**config.mk**
```make
export PLATFORM = sky130hd
export DESIGN_NAME = lmsm_sequencer
export DESIGN_NICKNAME = d
export VERILOG_FILES = /design/src/rtl/lmsm_sequencer_pkg.sv /design/src/rtl/lmsm_priority_enc.sv /design/src/rtl/lmsm_sequencer.sv
export SDC_FILE = /design/constraint.sdc
export NUM_CORES = 1
export LEC_CHECK = 0
export ABC_CLOCK_PERIOD_IN_PS = 3400
export CAP_MARGIN = 20
export CORE_ASPECT_RATIO = 1.4
export CORE_UTILIZATION = 51
export DETAILED_ROUTE_END_ITERATION = 10
export GPL_ROUTABILITY_DRIVEN = 0
export HOLD_SLACK_MARGIN = 0.05
export PLACE_DENSITY = 0.81
export SYNTH_ARGS = -nofsm -noshare
export SYNTH_HDL_FRONTEND = slang
export SYNTH_SLANG_ARGS = --single-unit
```
**constraint.sdc**
```tcl
create_clock -name clk -period 3.4 [get_ports clk]
set_clock_uncertainty 0.1 [all_clocks]
set_input_delay 0.51 -clock clk [delete_from_list [all_inputs] [get_ports clk]]
set_output_delay 0.51 -clock clk [all_outputs]
set_load 0.005 [all_outputs]
```
**src/rtl/lmsm_sequencer_pkg.sv**
```systemverilog
// Shared definitions for the LM/SM sequencer and the decoder.
//   - Register-list width and register address width
//   - LM/SM opcodes and instruction field bit positions
//   - Sequencer state encoding
//   - Helper that recognises an LM/SM opcode
package lmsm_sequencer_pkg;

  localparam int LIST_W = 8;   // one list bit per architectural register
  localparam int REG_AW = 3;   // clog2(LIST_W)

  localparam logic [3:0] OP_LM = 4'b0110;
  localparam logic [3:0] OP_SM = 4'b0111;

  // Instruction field positions
  localparam int OPC_HI  = 15;
  localparam int OPC_LO  = 12;
  localparam int BASE_HI = 11;
  localparam int BASE_LO = 9;
  localparam int LIST_HI = 7;
  localparam int LIST_LO = 0;

  typedef enum logic {
    ST_IDLE = 1'b0,
    ST_BUSY = 1'b1
  } state_t;

  function automatic logic is_lmsm(input logic [3:0] opc);
    return (opc == OP_LM) || (opc == OP_SM);
  endfunction

endpackage

```
**src/rtl/lmsm_priority_enc.sv**
```systemverilog
// Combinational lowest-set-bit finder for the remaining register list.
// Ports:
//   list      in   LIST_W  remaining (unissued) register bits
//   low_idx   out  REG_AW  index of the lowest set bit (0 when list is empty)
//   clr_mask  out  LIST_W  one-hot mask of that bit (all zero when empty)
//   valid     out  1       list has at least one bit set
//   one_left  out  1       list has exactly one bit set
module lmsm_priority_enc #(
  parameter int LIST_W = 8,
  parameter int REG_AW = 3
) (
  input  logic [LIST_W-1:0] list,
  output logic [REG_AW-1:0] low_idx,
  output logic [LIST_W-1:0] clr_mask,
  output logic              valid,
  output logic              one_left
);

  logic [LIST_W-1:0] rest;

  // x & -x isolates the lowest set bit
  assign clr_mask = list & (~list + LIST_W'(1));
  // x & (x-1) drops the lowest set bit; empty afterwards means one bit was set
  assign rest     = list & (list - LIST_W'(1));
  assign valid    = |list;
  assign one_left = valid && (rest == '0);

  // One-hot to binary: index bit gi is the OR of all list positions whose
  // index has bit gi set.
  genvar gi, gj;
  generate
    for (gi = 0; gi < REG_AW; gi++) begin : g_idx
      logic [LIST_W-1:0] sel;
      for (gj = 0; gj < LIST_W; gj++) begin : g_sel
        assign sel[gj] = 1'((gj >> gi) & 1);
      end
      assign low_idx[gi] = |(clr_mask & sel);
    end
  endgenerate

endmodule

```
**src/rtl/lmsm_sequencer.sv**
```systemverilog
// LM/SM expansion controller for the register-read stage. Turns one
// Load-Multiple / Store-Multiple instruction into one micro-op per set bit
// of its register list, lowest register first.
// Ports:
//   clk, reset   clock and synchronous active-high reset
//   inst_valid   decode presents a valid instruction word
//   inst_word    [15:12] opcode, [11:9] base register, [7:0] register list
//   hold         downstream stall; freezes the sequencer
//   flush        kill the in-flight LM/SM
//   stall_out    hold fetch/decode
//   op_valid     a micro-op is presented this cycle
//   op_load      1 = LM (write op_reg), 0 = SM (read op_reg)
//   op_reg       register address of this micro-op
//   op_base      base register of the current LM/SM
//   op_offset    micro-op index; address = R[op_base] + op_offset
//   op_last      final micro-op of the instruction
module lmsm_sequencer
  import lmsm_sequencer_pkg::*;
(
  input  logic              clk,
  input  logic              reset,
  input  logic              inst_valid,
  input  logic [15:0]       inst_word,
  input  logic              hold,
  input  logic              flush,
  output logic              stall_out,
  output logic              op_valid,
  output logic              op_load,
  output logic [REG_AW-1:0] op_reg,
  output logic [REG_AW-1:0] op_base,
  output logic [REG_AW-1:0] op_offset,
  output logic              op_last
);

  state_t              state_reg, state_next;
  logic [LIST_W-1:0]   list_reg, list_next;
  logic [REG_AW-1:0]   offset_reg, offset_next;
  logic [REG_AW-1:0]   base_reg, base_next;
  logic                load_reg, load_next;

  logic [REG_AW-1:0]   low_idx;
  logic [LIST_W-1:0]   clr_mask;
  logic                list_nz;
  logic                one_left;

  logic [3:0]          inst_opc;
  logic [REG_AW-1:0]   inst_base;
  logic [LIST_W-1:0]   inst_list;
  logic                busy;
  logic                last_now;
  logic                accept;
  logic                unused_bit8;

  assign inst_opc    = inst_word[OPC_HI:OPC_LO];
  assign inst_base   = inst_word[BASE_HI:BASE_LO];
  assign inst_list   = inst_word[LIST_HI:LIST_LO];
  // Bit 8 is not a field of LM/SM
  assign unused_bit8 = inst_word[8];

  lmsm_priority_enc #(
    .LIST_W (LIST_W),
    .REG_AW (REG_AW)
  ) u_penc (
    .list     (list_reg),
    .low_idx  (low_idx),
    .clr_mask (clr_mask),
    .valid    (list_nz),
    .one_left (one_left)
  );

  assign busy     = (state_reg == ST_BUSY) && list_nz;
  assign last_now = busy && one_left;

  // A new instruction may enter while the previous one issues its last op,
  // so back-to-back LM/SM run without a bubble.
  assign accept = inst_valid && is_lmsm(inst_opc) && (inst_list != '0) &&
                  !hold && !flush && (!busy || last_now);

  always_ff @(posedge clk) begin
    if (reset) begin
      state_reg  <= ST_IDLE;
      list_reg   <= '0;
      offset_reg <= '0;
      base_reg   <= '0;
      load_reg   <= 1'b0;
    end else begin
      state_reg  <= state_next;
      list_reg   <= list_next;
      offset_reg <= offset_next;
      base_reg   <= base_next;
      load_reg   <= load_next;
    end
  end

  always_comb begin
    state_next  = state_reg;
    list_next   = list_reg;
    offset_next = offset_reg;
    base_next   = base_reg;
    load_next   = load_reg;

    if (flush) begin
      state_next  = ST_IDLE;
      list_next   = '0;
      offset_next = '0;
    end else if (!hold) begin
      if (busy) begin
        list_next   = list_reg & ~clr_mask;
        offset_next = offset_reg + REG_AW'(1);
        if (last_now) begin
          state_next  = ST_IDLE;
          offset_next = '0;
        end
      end
      if (accept) begin
        state_next  = ST_BUSY;
        list_next   = inst_list;
        offset_next = '0;
        base_next   = inst_base;
        load_next   = (inst_opc == OP_LM);
      end
    end
  end

  // All micro-op outputs come from registered state only
  assign op_valid  = busy;
  assign op_reg    = busy ? low_idx : '0;
  assign op_offset = busy ? offset_reg : '0;
  assign op_base   = busy ? base_reg : '0;
  assign op_load   = busy && load_reg;
  assign op_last   = last_now;
  // Under hold even the last op must keep decode stalled
  assign stall_out = busy && (!one_left || hold);

endmodule

```
==> After elaboration in Yosys (flattened, before gate mapping) <==
Index checks and enable logic that the tools add are counted.
{ "totals": {"register_bits": 16, "inputBits": 21, "output_inout_bits": 13, "word_cells": 57} }
{ "classes": {"n_reduce_logical": 29, "muxes": 11, "add_sub_neg": 3, "n_bitwise": 7, "n_eq_ne": 2} }
{ "ops": {"columns": ["cell", "count"], "rows": [
  ["8-bit AND", 3],
  ["3-bit 2-to-1 mux", 6],
  ["8-bit 2-to-1 mux", 2],
  ["8-bit inverter", 2],
  ["4-bit OR reduction", 3],
  ["1-bit logical AND", 10],
  ["8-bit by 1-bit adder with 8-bit output (second input constant)", 1],
  ["4-bit by 3-bit equality test with 1-bit output (second input constant)", 2],
  ["8-bit logical NOT", 1],
  ["8-bit nonzero test", 1],
  ["8-bit OR reduction", 1],
  ["8-bit by 1-bit subtractor with 8-bit output (second input constant)", 1],
  ["3-bit AND reduction", 2],
  ["1-bit logical NOT", 4],
  ["2-bit nonzero test", 2],
  ["3-bit by 1-bit adder with 3-bit output (second input constant)", 1],
  ["1-bit logical OR", 3],
  ["1-bit 2-to-1 mux", 3],
  ["1-bit inverter", 2],
  ["2-bit AND reduction", 1],
  ["2-bit OR reduction", 1]
]} }

==> Longest topological paths before layout <==
{ "depth": {"depth_word": 9, "ltp_mapped": 8, "mapped_depth_nobuf": 6} }

==> By module <==
From an unflattened synthesis, not the netlist that was laid out.
{ "unflattened": {"hier_cells": 138, "area_unflattened_um2": 1077.3} }
{ "modules_own_cells": {"columns": ["module", "cells_per_inst", "seq_area_each_um2", "n_inst", "area_per_inst_um2"], "rows": [
  ["lmsm_sequencer", 105, 320.3, 1, 879.6],
  ["lmsm_priority_enc", 33, 0.0, 1, 197.7]
]} }

==> Least setup slack after synthesis <==
No wires, ideal clock.
{ "synth_path": {"path_type": "register to output", "startpoint": "register list_reg[4]", "endpoint": "output op_base[0]", "t_required_ns": 2.790, "path_slack_ns": 1.144, "path_buffers": 2, "arrival_ns": 1.646, "path_stages_with_launch": 7, "cell_sequence": "dfxtp_1 buf_6 or3_4 buf_6 o41ai_2 inv_2 and2_1"} }
{ "synth_between": {"elab_chain_len": 3} }
{ "synth_rtl": {"columns": ["item", "line", "rtl"], "rows": [
  ["start: declaration", "lmsm_sequencer.sv:36", "logic [LIST_W-1:0] list_reg, list_next;"],
  ["start signal: assignment", "lmsm_sequencer.sv:88", "list_reg <= list_next;"],
  ["8-bit OR reduction", "lmsm_priority_enc.sv:25", "assign valid = |list;"],
  ["1-bit logical AND", "lmsm_sequencer.sv:71", "assign busy = (state_reg == ST_BUSY) && list_nz;"],
  ["via op_valid", "lmsm_sequencer.sv:27", "output logic op_valid,"],
  ["3-bit 2-to-1 mux", "lmsm_sequencer.sv:129", "assign op_base = busy ? base_reg : '0;"],
  ["end: declaration", "lmsm_sequencer.sv:30", "output logic [REG_AW-1:0] op_base,"]
]} }
The timed path passes the listed nets, and every way through them passes these cells.

==> Worst setup path in the final report <==
{ "layout_path": {"startpoint": "register list_reg[1]", "endpoint": "output stall_out"} }
{ "layout_between": {"elab_chain_len": 7, "word_cells_on_any_way": 9, "cone_classes": "1 x add/sub; 1 x bitwise; 7 x reduce/logical"} }
{ "layout_rtl": {"columns": ["item", "line", "rtl"], "rows": [
  ["8-bit by 1-bit subtractor with 8-bit output", "lmsm_priority_enc.sv:24", "assign rest = list & (list - LIST_W'(1));"],
  ["8-bit AND", "lmsm_priority_enc.sv:24", null],
  ["8-bit logical NOT", "lmsm_priority_enc.sv:26", "assign one_left = valid && (rest == '0);"],
  ["1-bit logical AND", "lmsm_priority_enc.sv:26", null],
  ["1-bit logical NOT", "lmsm_sequencer.sv:133", "assign stall_out = busy && (!one_left || hold);"],
  ["1-bit logical OR", "lmsm_sequencer.sv:133", null],
  ["1-bit logical AND (*)", "lmsm_sequencer.sv:133", null],
  ["end: declaration", "lmsm_sequencer.sv:26", "output logic stall_out,"]
]} }
Mark *: on every way between the ends. The rest lies on a longest branch, timed or not.

==> results_dict.tcl <==
set metrics [dict create \
    start_kind "register" \
    yosys_warnings 0 \
    htreeDepth 1 \
    hold_buffers 0 \
    grt_setup_unrepaired "no" \
    path_clk_slew_ns 0.09 \
    grt_antenna_before_repair 0 \
    avgSynthCellArea_um2 8.08 \
    core.rowCount 20 \
    design_area_um2 1500 \
    worstSkewPairLatency_ns 0.29 \
    timing.final.hold_violations 0 \
    wl_per_cell_um 16.1 \
    criticalPathCategory "register to output pin" \
    dp_hpwl_mm 2.31 \
    synthTopCellsByArea "dfxtp_1 27%, a21oi_1 5.5%, nand2_1 5.4%, and2_1 4.2%, nand3_1 4.2%" \
    crit_arrival_ns 2.60 \
    drive_gt1_share_pct 11.0 \
    hp-class "register to register" \
    first_iter_violations 62 \
    drc 0 \
    worst_slew_pin_slew_ns 0.851 \
    ant_nets 0 \
    irDropWorstVdd_v 0.000208 \
    slew_headroom_pct 43.2 \
    swShare_pct 23.7 \
    comb_power_share_pct 12.1 \
    power_density_nw_per_um2 222 \
    vias 1240 \
    period_minus_slack_ns 3.21 \
    numPortBuffers 32 \
    max_freq_ghz 0.312 \
    finalSetupViolations 0 \
    finalNonFillerCells 194 \
    n_antenna_cell 0 \
    wirelength_mm 3.13 \
    synthDistinctLibCells 45 \
    syn-num-nets 168 \
    cp_max_fo 11 \
    final_nets 196 \
    area_growth_pct 27.0 \
    yosysTopAreaCell "dfxtp_1" \
    grt_pass1_wl_mm 5.24 \
    grt_max_degree 15 \
    synth_top_area_share_pct 27.1 \
    wl_met1_mm 1.23 \
    numCtsBuffers 3 \
    viasPerCell 6.39 \
    required_ns 2.79 \
    dpl_cell_area_um2 1480 \
    clock_sinks 16 \
    internal_power_mw 0.253 \
    start_util_pct 54.2 \
    dr_wl_met3_um 175 \
    dr_wl_met2_mm 1.69 \
    root_buffer "clkbuf_4" \
    post_cts_resized 0 \
    overflow 0 \
    p_leak_nw 0.482 \
    outcome "finished clean" \
    ys_ff_latch 16 \
    dieArea_um2 2510 \
    post-route-period-util_pct 94.4 \
    coreArea_um2 2180 \
    largest_reg_flops 8 \
    netlist_instances 146 \
    grt_use_total_pct 26.8 \
    io_pins 34 \
    cts_tree "done" \
    drtPass1Iterations 4 \
    grt_pass1_vias 1177 \
    dp_cells 191 \
    power_frac_seq_pct 56.8 \
    top_layer_used "met4" \
    syn_area_um2 1180 \
    die_x_um 42.7 \
    die_h_um 58.9 \
    power_mw 0.332 \
    tns_ns 0 \
    critPathCaptureType "output pin" \
    p_switching_mw 0.0787 \
    clock_path_buffers 2 \
    drv_slew 0 \
    drv_cap 0 \
    synth.yosys.seq_area_share_pct 27.1 \
    postCtsSetupRepairBufs 0 \
    power_frac_clock_pct 31.1 \
]
-- layout make-up --
cell class | instances | area, µm²
multi-input cells | 116 | 782
fillers | 189 | 678
well taps | 22 | 27.5
flip-flops and latches | 16 | 320
clock buffers | 3 | 22.5
repair buffers | 34 | 335
inverters | 3 | 11.3
-- final timing paths --
kind                            startpoint  depth (start not counted)                        to  slack, ns
setup / recovery  list_reg[1]$_SDFFE_PP0P_                          6                 stall_out       0.19
hold / removal       load_reg$_SDFFE_PP0P_                          2     load_reg$_SDFFE_PP0P_       0.36
setup reg to reg  list_reg[1]$_SDFFE_PP0P_                          5  list_reg[2]$_SDFFE_PP0P_       0.72
hold reg to reg      load_reg$_SDFFE_PP0P_                          2     load_reg$_SDFFE_PP0P_       0.36
-- power groups by stage --
| stage | clock [mW] | combinational [mW] | sequential (mW) |
|---|---|---|---|
| final | 0.103 | 0.0402 | 0.189 |
| after floorplan | 0 | 0.0131 | 0.192 |
| after global routing | 0.113 | 0.0429 | 0.189 |
| after CTS | 0.103 | 0.0400 | 0.189 |
| after global placement | 0 | 0.0391 | 0.193 |
| after detailed placement | 0 | 0.0398 | 0.193 |
-- cell usage in the layout, fill, tap and decap left out, types with 4 or more instances in the layout --
cell type        Yosys  routed
nor4_1               4       4
a21oi_1             13      13
a31oi_1              4       4
dfxtp_1             16      16
or3b_2               4       4
nor2_1               4       4
nand2_1             17      17
nor3_1              10      10
and2_1               8       8
nand3_1             10      10
o21a_1               4       4
clkdlybuf4s50_1      0      32
-- routing by layer --
layer	up-vias	GRT usage [%]
li1	605	-
met1	575	30.7
met2	54	45.9
met3	6	5.21
met4	0	14.7
met5	-	0
-- critical path: stages (launching register included) --
cell             delay, ns
dfxtp_1               0.42
or3_1                 0.61
nor3_1                0.29
nor3_1                0.09
o32ai_1               0.20
o21a_1                0.19
clkdlybuf4s50_1       0.52
-- synth_stat cells (all sizes together) --
cell type and n:
nand4 1, o21bai 1, nor4 4, or4 1, nand4b 2, a21oi 13
a211o 1, o21a 4, o32ai 1, a2111oi 1, o2111ai 1, nor2 4
a211oi 1, nand3 10, nand3b 2, or3 4, maj3 2, ha 1
buf 7, o311a 1, a31oi 4, o22ai 1, clkbuf 4, dfxtp 16
o311ai 4, a21o 2, o21ai 3, inv 3, nor3 10, or3b 5
and2 8, o211ai 2, nand2 17, o31ai 2, or2 1, o41ai 1
nor3b 1
-- cells by family (layout without fill, tap and decap cells) --
family	count (synthesis)	in the layout	share of synthesized area (%)
adders and majority gates	3	3	2.76
buffers and inverters	14	40	6.57
and+or+nand+nor	70	70	32.9
AOI/OAI and AO/OA	43	43	30.6
DFF	16	16	27.1
-- stage by stage --
step | setup slack, ns | utilization [%] | hold slack [ns]
after detailed placement | 0.395 | 67.8 | 0.351
final | 0.192 | 68.9 | 0.356
after floorplan | 1.14 | - | 0.321
after global routing | 0.0515 | 68.9 | 0.391
after CTS | 0.215 | 68.9 | 0.364
after global placement | 0.501 | 67.8 | 0.333
No activity file was read; power rests on OpenSTA's default activity.
